--- src/rtl/pipe_pkg.sv ---
// pipe_pkg: shared pipeline stage state encoding and default bubble PC
package pipe_pkg;
    typedef enum logic [1:0] {EMPTY, ONE, FULL} state_t;
    localparam logic [31:0] BUBBLE_PC_DEF = 32'h0000_3008;
endpackage

--- src/rtl/pipe_slot.sv ---
// pipe_slot: PC+data holding register with load and clear-to-bubble
// ports: clk, rst_n (sync, active-low), clr (force bubble), ld (capture d_*),
//        d_pc/d_data in, q_pc/q_data out
module pipe_slot
    import pipe_pkg::*;
#(
    parameter int PCW = 32,
    parameter int DW = 32,
    parameter logic [PCW-1:0] BUBBLE_PC = PCW'(BUBBLE_PC_DEF)
) (
    input  logic           clk,
    input  logic           rst_n,
    input  logic           clr,
    input  logic           ld,
    input  logic [PCW-1:0] d_pc,
    input  logic [DW-1:0]  d_data,
    output logic [PCW-1:0] q_pc,
    output logic [DW-1:0]  q_data
);
    always_ff @(posedge clk) begin
        if (!rst_n || clr) begin
            q_pc   <= BUBBLE_PC;
            q_data <= '0;
        end else if (ld) begin
            q_pc   <= d_pc;
            q_data <= d_data;
        end
    end
endmodule

--- src/rtl/pipe_stage_skid.sv ---
// pipe_stage_skid: pipeline stage register with two-entry skid buffer and flush
// ports: clk, rst_n (sync, active-low); upstream in_valid/in_ready/in_pc/in_data;
//        flush; downstream out_valid/out_ready/out_pc/out_data; stall_cnt
module pipe_stage_skid
    import pipe_pkg::*;
#(
    parameter int DW = 32,
    parameter int PCW = 32,
    parameter logic [PCW-1:0] BUBBLE_PC = PCW'(BUBBLE_PC_DEF),
    parameter int CW = 16
) (
    input  logic           clk,
    input  logic           rst_n,
    input  logic           in_valid,
    output logic           in_ready,
    input  logic [PCW-1:0] in_pc,
    input  logic [DW-1:0]  in_data,
    input  logic           flush,
    output logic           out_valid,
    input  logic           out_ready,
    output logic [PCW-1:0] out_pc,
    output logic [DW-1:0]  out_data,
    output logic [CW-1:0]  stall_cnt
);
    state_t state, state_nx;
    logic accept, emit, main_ld, skid_ld;
    logic [PCW-1:0] skid_pc, main_d_pc;
    logic [DW-1:0] skid_data, main_d_data;

    // both handshake outputs decode the state flop only, so they are registered
    assign in_ready  = state != FULL;
    assign out_valid = state != EMPTY;
    assign accept    = in_valid & in_ready;
    assign emit      = out_valid & out_ready;

    always_comb begin
        state_nx = flush ? EMPTY :
                   state == EMPTY ? (accept ? ONE : EMPTY) :
                   state == ONE   ? (accept && !emit ? FULL : !accept && emit ? EMPTY : ONE) :
                                    (emit ? ONE : FULL);
        main_ld  = !flush && (state == FULL ? emit : accept && (state == EMPTY || emit));
        skid_ld  = !flush && state == ONE && accept && !emit;
        // draining FULL promotes the skid beat into the main slot
        main_d_pc   = state == FULL ? skid_pc : in_pc;
        main_d_data = state == FULL ? skid_data : in_data;
    end

    always_ff @(posedge clk) begin
        if (!rst_n)
            state <= EMPTY;
        else
            state <= state_nx;
    end

    always_ff @(posedge clk) begin
        if (!rst_n)
            stall_cnt <= '0;
        else if (out_valid && !out_ready && !(&stall_cnt))
            stall_cnt <= stall_cnt + CW'(1);
    end

    pipe_slot #(.PCW(PCW), .DW(DW), .BUBBLE_PC(BUBBLE_PC)) u_main (
        .clk(clk), .rst_n(rst_n), .clr(flush), .ld(main_ld),
        .d_pc(main_d_pc), .d_data(main_d_data), .q_pc(out_pc), .q_data(out_data)
    );

    pipe_slot #(.PCW(PCW), .DW(DW), .BUBBLE_PC(BUBBLE_PC)) u_skid (
        .clk(clk), .rst_n(rst_n), .clr(flush), .ld(skid_ld),
        .d_pc(in_pc), .d_data(in_data), .q_pc(skid_pc), .q_data(skid_data)
    );
endmodule

--- config.mk ---
export PLATFORM = sky130hd
export DESIGN_NAME = pipe_stage_skid
export DESIGN_NICKNAME = d
export VERILOG_FILES = /design/src/rtl/pipe_pkg.sv /design/src/rtl/pipe_slot.sv /design/src/rtl/pipe_stage_skid.sv
export SDC_FILE = /design/constraint.sdc
export NUM_CORES = 1
export LEC_CHECK = 0
export CORE_MARGIN = 1
export CORE_UTILIZATION = 44
export DETAILED_ROUTE_END_ITERATION = 6
export GPL_TIMING_DRIVEN = 0
export PLACE_DENSITY = 0.82
export SLEW_MARGIN = 20
export SYNTH_ARGS = -nofsm -noshare
export SYNTH_HDL_FRONTEND = slang
export SYNTH_SLANG_ARGS = --single-unit
--- constraint.sdc ---
create_clock -name clk -period 1.7 [get_ports clk]
set_input_delay 0.425 -clock clk [delete_from_list [all_inputs] [get_ports clk]]
set_output_delay 0.425 -clock clk [all_outputs]
set_load 0.005 [all_outputs]
==> impl_results.html, run 1 <==
<table>
<tr><th>Metric</th><th>Value</th></tr>
<tr><th colspan="2">STA</th></tr>
<tr><td>Slew at the pin with the worst max-slew slack</td><td>roughly 0.58 ns</td></tr>
<tr><td>Final setup skew</td><td>0.00759 ns</td></tr>
<tr><td>Worst slew margin relative to its limit</td><td>0.616</td></tr>
<tr><td>Clock period minus worst slack</td><td>1.68 ns</td></tr>
<tr><td>Fin crit share</td><td>0.989</td></tr>
<tr><td>Number of hold violations in the final report</td><td>0</td></tr>
<tr><td>Max Clk Rate</td><td>a little under 600 MHz</td></tr>
<tr><td>Slew Limit Fails</td><td>0</td></tr>
<tr><td>Final count of negative-setup-slack endpoints</td><td>0</td></tr>
<tr><td>Unrepaired setup endpoints after global routing</td><td>true</td></tr>
<tr><th colspan="2">Routing</th></tr>
<tr><td>Wire length per cell after detailed routing</td><td>15.8 um</td></tr>
<tr><td>Remaining design rule violation count</td><td>0</td></tr>
<tr><td>Number of detailed-route iterations in the first pass</td><td>5</td></tr>
<tr><td>Post-route ant nets</td><td>0</td></tr>
<tr><td>Vias after detailed routing</td><td>between 5000 and 6000</td></tr>
<tr><td>DR vias/cell</td><td>approximately 5.2</td></tr>
<tr><td>Final wirelength</td><td>16600 um</td></tr>
<tr><td>DRC marker count from the first detailed-route iteration</td><td>roughly 430</td></tr>
<tr><th colspan="2">Worst setup path</th></tr>
<tr><td>Reg-to-reg critical path endpoint</td><td>stall_cnt[14]</td></tr>
<tr><td>Worst Setup Start Kind</td><td>flip-flop</td></tr>
<tr><td>Internal reg-to-reg setup slack</td><td>0.02 ns</td></tr>
<tr><td>Critical Path Fanout Max</td><td>7</td></tr>
<tr><td>Data required, critical path</td><td>between 2 and 2.5 ns</td></tr>
<tr><td>Endpoint class of the critical path</td><td>flip-flop</td></tr>
<tr><td>Depth of the most critical reg-to-reg path</td><td>5</td></tr>
<tr><td>Launch instance of the worst register-to-register path</td><td>stall_cnt[1]</td></tr>
<tr><td>Arrival time worst endpoint</td><td>2.03 ns</td></tr>
<tr><td>Kind of critical path</td><td>flip-flop to flip-flop</td></tr>
<tr><th colspan="2">Hold path</th></tr>
<tr><td>Path category of the worst min-delay check</td><td>primary input to flip-flop</td></tr>
<tr><td>Hold Crit Depth</td><td>2</td></tr>
<tr><td>Critical hold path startpoint</td><td>rst_n</td></tr>
<tr><td>Hold worst-path end</td><td>stall_cnt[12]</td></tr>
<tr><th colspan="2">Synth</th></tr>
<tr><td>Synthesized area divided by synthesized cell count</td><td>8.88 um2</td></tr>
<tr><td>Number of storage elements in the synthesis netlist</td><td>~150</td></tr>
<tr><td>Synth Warn #</td><td>0</td></tr>
<tr><td>Share of synthesized flip-flops with an asynchronous set or reset</td><td>0</td></tr>
<tr><td>Top cell type's share of synthesized area</td><td>0.491</td></tr>
<tr><td>Cell taking the most area after synthesis</td><td>dfxtp_1</td></tr>
<tr><td>Predominant post-synthesis flop cell</td><td>dfxtp_1</td></tr>
<tr><td>Post-Syn Nets</td><td>740</td></tr>
<tr><td>Top cells by area in the synthesized netlist</td><td>dfxtp_1 (49%), mux2i_1 (11%), nand2_1 (8.8%)</td></tr>
<tr><td>Mapped Area</td><td>between 5000 and 6000 um2</td></tr>
<tr><td>Cells after Synth</td><td>670</td></tr>
<tr><td>Distinct cell type count after synthesis</td><td>41</td></tr>
<tr><td>EDFF count, synth</td><td>0</td></tr>
<tr><td>Post-synthesis sequential area ratio</td><td>0.491</td></tr>
<tr><th colspan="2">Layout</th></tr>
<tr><td>Post-route cell area</td><td>8860 um2</td></tr>
<tr><td>Net count of the finished layout</td><td>932</td></tr>
<tr><td>P&amp;R area growth vs syn</td><td>48.9%</td></tr>
<tr><td>Share of layout cells above drive strength 1</td><td>0.191</td></tr>
<tr><td>N_diodes</td><td>0</td></tr>
<tr><td>Layout Utilization</td><td>0.672</td></tr>
<tr><th colspan="2">CTS</th></tr>
<tr><td>TritonCTS clock tree</td><td>built</td></tr>
<tr><td>Level count of the clock H-tree</td><td>4</td></tr>
<tr><td>Clock slew at reported path FFs</td><td>0.06 ns</td></tr>
<tr><td>Clock Sink Count</td><td>146</td></tr>
<tr><td>Clock latency at the later pin of the worst-skew pair</td><td>0.42 ns</td></tr>
<tr><td>Clock Path Buffers</td><td>2</td></tr>
<tr><td>CTS buffer count</td><td>17</td></tr>
<tr><td>Clock Root Buffer</td><td>clkbuf_16</td></tr>
<tr><th colspan="2">Floorplan</th></tr>
<tr><td>Number of rows created at floorplan</td><td>42</td></tr>
<tr><td>Die height</td><td>118 um</td></tr>
<tr><td>Initial core utilization</td><td>0.451</td></tr>
<tr><td>I/O pin cnt</td><td>between 150 and 200</td></tr>
<tr><td>Die footprint</td><td>14000 um2</td></tr>
<tr><td>Die width</td><td>~120 um</td></tr>
<tr><td>Core area</td><td>around 13000 um2</td></tr>
<tr><th colspan="2">Power and ir drop</th></tr>
<tr><td>Worst IR drop on VDD</td><td>514 uV</td></tr>
<tr><td>Total power density per cell area</td><td>933 nW/um2</td></tr>
<tr><td>Leakage Power</td><td>between 4 and 5 nW</td></tr>
<tr><td>Total power consumption of the routed design</td><td>between 8 and 9 mW</td></tr>
<tr><th colspan="2">Place</th></tr>
<tr><td>Sum of net half-perimeters after detailed placement</td><td>10800 um</td></tr>
<tr><td>Cell area reported after detailed placement</td><td>between 7000 and 8000 um2</td></tr>
<tr><td>Gp weighted congestion</td><td>0.774</td></tr>
<tr><td>Number of port buffers</td><td>149</td></tr>
<tr><th colspan="2">GRT</th></tr>
<tr><td>Overflow after GRT</td><td>0</td></tr>
<tr><td>Via count of the first global-routing pass</td><td>5185</td></tr>
<tr><td>Largest net degree at the start of global routing</td><td>17</td></tr>
<tr><td>Antenna violations before repair</td><td>0</td></tr>
<tr><td>Global routing usage summed across all routing layers</td><td>0.243</td></tr>
<tr><td>Wire length of the first global-routing pass</td><td>26600 um</td></tr>
<tr><th colspan="2">Flow run</th></tr>
<tr><td>Total of max-cap violations</td><td>0</td></tr>
<tr><th colspan="2">Run status</th></tr>
<tr><td>Result of the run</td><td>complete, no violations</td></tr>
</table>
## per-stage QoR
step	TNS, ns	instances	worst slack, ns	hold slack [ns]
final	0	1051	0.0187	0.448
after CTS	-0.0704	1047	-0.0454	0.436
after detailed placement	-111.03	995	-0.984	0.446
after floorplan	0	670	0.00178	0.436
after global routing	-0.153	1051	-0.0740	0.456
after global placement	-109.68	995	-0.990	0.441
## worst max-delay path, stage by stage, from the launching register on
cell and delay [ns]:
dfxtp_4 0.38, ha_4 0.15, nand3_4 0.10, or3_4 0.42, nor4_2 0.31, mux2i_1 0.24
## worst max-delay path by stage
stage | from | to | cells past startpoint
after floorplan | out_ready | stall_cnt[12] | 5
after global placement | flush | u_skid.q_data[25] | 6
after detailed placement | flush | u_skid.q_pc[18] | 6
after CTS | state[0] | in_ready | 4
after global routing | stall_cnt[1] | stall_cnt[14] | 5
final | stall_cnt[1] | stall_cnt[14] | 5
## cell type report
cell class	count	area [um2]
well taps	176	220
fillers	1029	4330
flip-flops and latches	146	3000
multi-input cells	467	2880
repair buffers	176	1750
inverters	5	18.8
plain buffers	49	349
clock inverters	12	185
clock buffers	20	457
## placed cells by master (no fill, tap or decap), types with 4 or more instances in the layout
cell type,n
dfxtp_2,25
dlymetal6s2s_1,39
nand3_1,6
o21ai_0,7
or3_1,7
a211oi_1,56
dlygate4sd2_1,38
clkbuf_1,8
nand2_1,139
dfxtp_1,109
buf_2,12
clkdlybuf4s50_1,70
buf_4,39
mux2i_1,68
clkinv_2,7
clkbuf_16,17
bufinv_16,5
a211oi_2,5
buf_6,8
a21oi_1,69
inv_1,4
dfxtp_4,12
nor2_1,67
clkbuf_2,6
## registers in the layout, summed over array words and instances, names as in the netlist
name / count
state: 2
u_main.q_data: 32
u_main.q_pc: 32
stall_cnt: 16
u_skid.q_data: 32
u_skid.q_pc: 32
## per-layer routing
layer	up-vias	share of wire	routed length [um]	track usage
met5	-	0	0	0
li1	2707	-	-	-
met1	2598	0.42	7050	0.295
met4	0	0.020	332	0.0986
met3	24	0.057	951	0.0594
met2	142	0.50	8300	0.411
## timing repair
item	4_1_cts	5_1_grt
pin swaps	6	8
setup endpoints to repair	186	119
cloned	2	0
gates resized for setup	145	64
buffers inserted	20	5
hold buffers	0	0
## power by group
part	total, mW	internal (mW)	leakage, nW	switching (mW)
Combinational	0.700	0.362	2.83	0.338
Sequential	3.50	3.47	1.20	0.0332
Clock	4.07	2.66	0.323	1.40
Total	8.27	6.49	4.35	1.78
## synth_stat cells, drive strengths merged, types with 3 or more instances
library cell,count
nor2,68
nor4,4
a21oi,70
nand3,8
mux2i,68
inv,5
a211oi,62
o211ai,3
o21ai,7
nand2,139
o41ai,3
nand4,4
buf,36
clkbuf,16
nand2b,5
or3,9
dfxtp,146
## kinds of logic after synthesis
logic type               after synthesis  share of synthesized area
buffers and inverters                 57                     0.0452
AO/OA/AOI/OAI                        152                      0.168
flip-flops                           146                      0.491
XOR/XNOR                               2                    0.00294
adder cells (fa/ha/maj)                1                    0.00210
AND/OR/NAND/NOR                      244                      0.176
multiplexers                          68                      0.114
Power figures use the tool's default switching activity.
==> run 2: changes to the inputs <==
TNS_END_PERCENT = 30   (was default)
==> impl_results.html, run 2 (same netlist as run 1, synthesis figures left out) <==
<table>
<tr><th>Metric</th><th>Value</th></tr>
<tr><th colspan="2">STA</th></tr>
<tr><td>Slew at the pin with the worst max-slew slack</td><td>0.601 ns (+0.0244 ns)</td></tr>
<tr><td>Unrepaired setup endpoints after global routing</td><td>true</td></tr>
<tr><td>Clock period minus worst slack</td><td>1.70 ns (+0.0182 ns)</td></tr>
<tr><td>Final count of negative-setup-slack endpoints</td><td>0 (unchanged)</td></tr>
<tr><td>Number of hold violations in the final report</td><td>0 (unchanged)</td></tr>
<tr><td>Final hold slack</td><td>0.452 ns (+0.00405 ns)</td></tr>
<tr><td>Fin crit share</td><td>1.00 (+0.0107)</td></tr>
<tr><td>Final setup skew</td><td>0.00927 ns (+0.00168 ns)</td></tr>
<tr><td>Worst slew margin relative to its limit</td><td>0.599 (-0.0162)</td></tr>
<tr><td>Max Clk Rate</td><td>588 MHz (-1.1%)</td></tr>
<tr><td>Slew Limit Fails</td><td>0 (unchanged)</td></tr>
<tr><th colspan="2">CTS</th></tr>
<tr><td>Clock slew at reported path FFs</td><td>0.06 ns (about the same)</td></tr>
<tr><td>Clock Path Buffers</td><td>2 (unchanged)</td></tr>
<tr><td>Level count of the clock H-tree</td><td>4 (unchanged)</td></tr>
<tr><td>CTS buffer count</td><td>17 (unchanged)</td></tr>
<tr><td>Clock Root Buffer</td><td>clkbuf_16</td></tr>
<tr><td>Clock latency at the later pin of the worst-skew pair</td><td>0.43 ns (about the same)</td></tr>
<tr><td>TritonCTS clock tree</td><td>built</td></tr>
<tr><td>Clock Sink Count</td><td>146 (unchanged)</td></tr>
<tr><th colspan="2">Floorplan</th></tr>
<tr><td>Core area</td><td>13200 um2 (unchanged)</td></tr>
<tr><td>Die footprint</td><td>14000 um2 (unchanged)</td></tr>
<tr><td>Die height</td><td>118 um (unchanged)</td></tr>
<tr><td>Initial core utilization</td><td>0.451 (unchanged)</td></tr>
<tr><td>Number of rows created at floorplan</td><td>42 (unchanged)</td></tr>
<tr><td>Die width</td><td>118 um (unchanged)</td></tr>
<tr><td>I/O pin cnt</td><td>151 (unchanged)</td></tr>
<tr><th colspan="2">Routing</th></tr>
<tr><td>Final wirelength</td><td>16900 um (+1.6%)</td></tr>
<tr><td>Vias after detailed routing</td><td>5542 (+1.3%)</td></tr>
<tr><td>Wire length per cell after detailed routing</td><td>16.1 um (+1.4%)</td></tr>
<tr><td>DR vias/cell</td><td>5.26 (+1.1%)</td></tr>
<tr><td>DRC marker count from the first detailed-route iteration</td><td>361 (-16%)</td></tr>
<tr><td>Number of detailed-route iterations in the first pass</td><td>4 (-1)</td></tr>
<tr><td>Post-route ant nets</td><td>0 (unchanged)</td></tr>
<tr><td>Remaining design rule violation count</td><td>0 (unchanged)</td></tr>
<tr><th colspan="2">Layout</th></tr>
<tr><td>N_diodes</td><td>0 (unchanged)</td></tr>
<tr><td>Post-route cell area</td><td>8960 um2 (+1.1%)</td></tr>
<tr><td>Number of fillers in the final layout</td><td>1023 (-0.58%)</td></tr>
<tr><td>Net count of the finished layout</td><td>934 (+0.21%)</td></tr>
<tr><td>P&amp;R area growth vs syn</td><td>50.6%</td></tr>
<tr><td>Leading cell type in the layout, fill and taps excluded</td><td>nand2_1</td></tr>
<tr><td>Most frequent cells in the layout</td><td>nand2_1 (139), dfxtp_1 (110), a21oi_1 (70), clkdlybuf4s50_1 (70)</td></tr>
<tr><td>Sequential Area</td><td>3000 um2 (about the same)</td></tr>
<tr><td>Share of layout cells above drive strength 1</td><td>0.194 (+0.00299)</td></tr>
<tr><td>Combined area of the multi-input logic cells</td><td>2900 um2 (+0.65%)</td></tr>
<tr><th colspan="2">Power and ir drop</th></tr>
<tr><td>Leakage Power</td><td>4.37 nW (+0.39%)</td></tr>
<tr><td>Total power density per cell area</td><td>926 nW/um2 (-0.73%)</td></tr>
<tr><td>Worst IR drop on VDD</td><td>516 uV (+0.43%)</td></tr>
<tr><th colspan="2">GRT</th></tr>
<tr><td>Wire length of the first global-routing pass</td><td>26000 um (-2.3%)</td></tr>
<tr><td>Overflow after GRT</td><td>0 (unchanged)</td></tr>
<tr><td>Global routing usage summed across all routing layers</td><td>0.237 (-0.00545)</td></tr>
<tr><td>Antenna violations before repair</td><td>0 (unchanged)</td></tr>
<tr><td>Via count of the first global-routing pass</td><td>5113 (-1.4%)</td></tr>
<tr><td>Largest net degree at the start of global routing</td><td>17 (unchanged)</td></tr>
<tr><th colspan="2">Flow run</th></tr>
<tr><td>Total of max-cap violations</td><td>0 (unchanged)</td></tr>
<tr><th colspan="2">Hold path</th></tr>
<tr><td>Path category of the worst min-delay check</td><td>primary input to flip-flop</td></tr>
<tr><td>Hold Crit Depth</td><td>2 (unchanged)</td></tr>
<tr><th colspan="2">Place</th></tr>
<tr><td>Gp weighted congestion</td><td>0.774 (unchanged)</td></tr>
<tr><td>Sum of net half-perimeters after detailed placement</td><td>10800 um (unchanged)</td></tr>
<tr><td>Cell area reported after detailed placement</td><td>7680 um2 (unchanged)</td></tr>
<tr><td>Number of port buffers</td><td>149 (unchanged)</td></tr>
<tr><th colspan="2">Worst setup path</th></tr>
<tr><td>Kind of critical path</td><td>flip-flop to flip-flop</td></tr>
<tr><td>Arrival time worst endpoint</td><td>2.03 ns (about the same)</td></tr>
<tr><td>Worst Setup Start Kind</td><td>flip-flop</td></tr>
<tr><td>Endpoint class of the critical path</td><td>flip-flop</td></tr>
<tr><td>Depth of the most critical reg-to-reg path</td><td>8 (+3)</td></tr>
<tr><td>Critical Path Fanout Max</td><td>7 (unchanged)</td></tr>
<tr><td>Data required, critical path</td><td>2.03 ns (about the same)</td></tr>
<tr><th colspan="2">Run status</th></tr>
<tr><td>Result of the run</td><td>complete, no violations</td></tr>
</table>
## run 2: cell types whose count changed in the layout (fill, tap and decap cells not counted), moves of 2 or more
cell / previous run / this run
buf_6: 8 / 16
clkbuf_2: 6 / 8
clkbuf_16: 17 / 19
a211oi_1: 56 / 52
a211oi_2: 5 / 9
buf_4: 39 / 30
## run 2: routing by layer
layer | vias up | part of all wire | track usage
met5 | - | 0 | 0
met4 | 0 | 0.018 | 0.0921
met3 | 23 | 0.054 | 0.0565
met2 | 159 | 0.50 | 0.404
met1 | 2646 | 0.42 | 0.288
li1 | 2714 | - | -
## run 2: critical path: stages (launching register included)
cell	delay [ns]
dfxtp_4	0.37
buf_4	0.14
o21ba_4	0.23
a211oi_4	0.17
buf_6	0.17
buf_12	0.15
clkbuf_16	0.14
nor2_1	0.04
a211oi_1	0.21
## run 2: final cells by class
class / instances / share of cell area
Sequential cell: 146 / 0.334
Multi-Input combinational cell: 467 / 0.323
Timing Repair Buffer: 176 / 0.198
Clock buffer: 20 / 0.0510
Buffer: 51 / 0.0458
Tap cell: 176 / 0.0246
Clock inverter: 12 / 0.0207
Inverter: 5 / 0.00209
## run 2: worst paths after layout
check                           slack [ns]              start           endpoint
worst max-delay path                0.0005           state[1]   u_main.q_data[6]
worst min-delay path                  0.45              rst_n      stall_cnt[12]
worst max register to register      0.0005           state[1]   u_main.q_data[6]
worst min register to register        0.45  u_skid.q_data[31]  u_skid.q_data[31]
## run 2: where the power goes
group          switching, mW  leakage (nW)  internal, mW
Sequential            0.0332          1.20          3.47
Combinational          0.350          2.84         0.379
Clock                   1.41         0.323          2.66
Total                   1.79          4.37          6.51
## run 2: timing repair
| item | CTS | global route |
|---|---|---|
| resized for setup | 130 | 99 |
| endpoints found under the setup margin | 186 | 121 |
| pin swaps | 7 | 17 |
| hold buffers | 0 | 0 |
| buffers inserted | 12 | 12 |
| gates cloned | 1 | 2 |
## run 2: stage by stage
stage / total power, mW / cells / worst slack, ns / util / TNS [ns]
2_1_floorplan: 3.87 / 670 / 0.00178 / - / 0
3_3_place_gp: 4.25 / 995 / -0.990 / 0.583 / -109.68
3_5_place_dp: 4.26 / 995 / -0.984 / 0.583 / -111.03
4_1_cts: 8.30 / 1039 / -0.0423 / 0.649 / -0.667
5_1_grt: 8.59 / 1053 / -0.107 / 0.679 / -0.387
6_report: 8.30 / 1053 / 0.000542 / 0.679 / 0
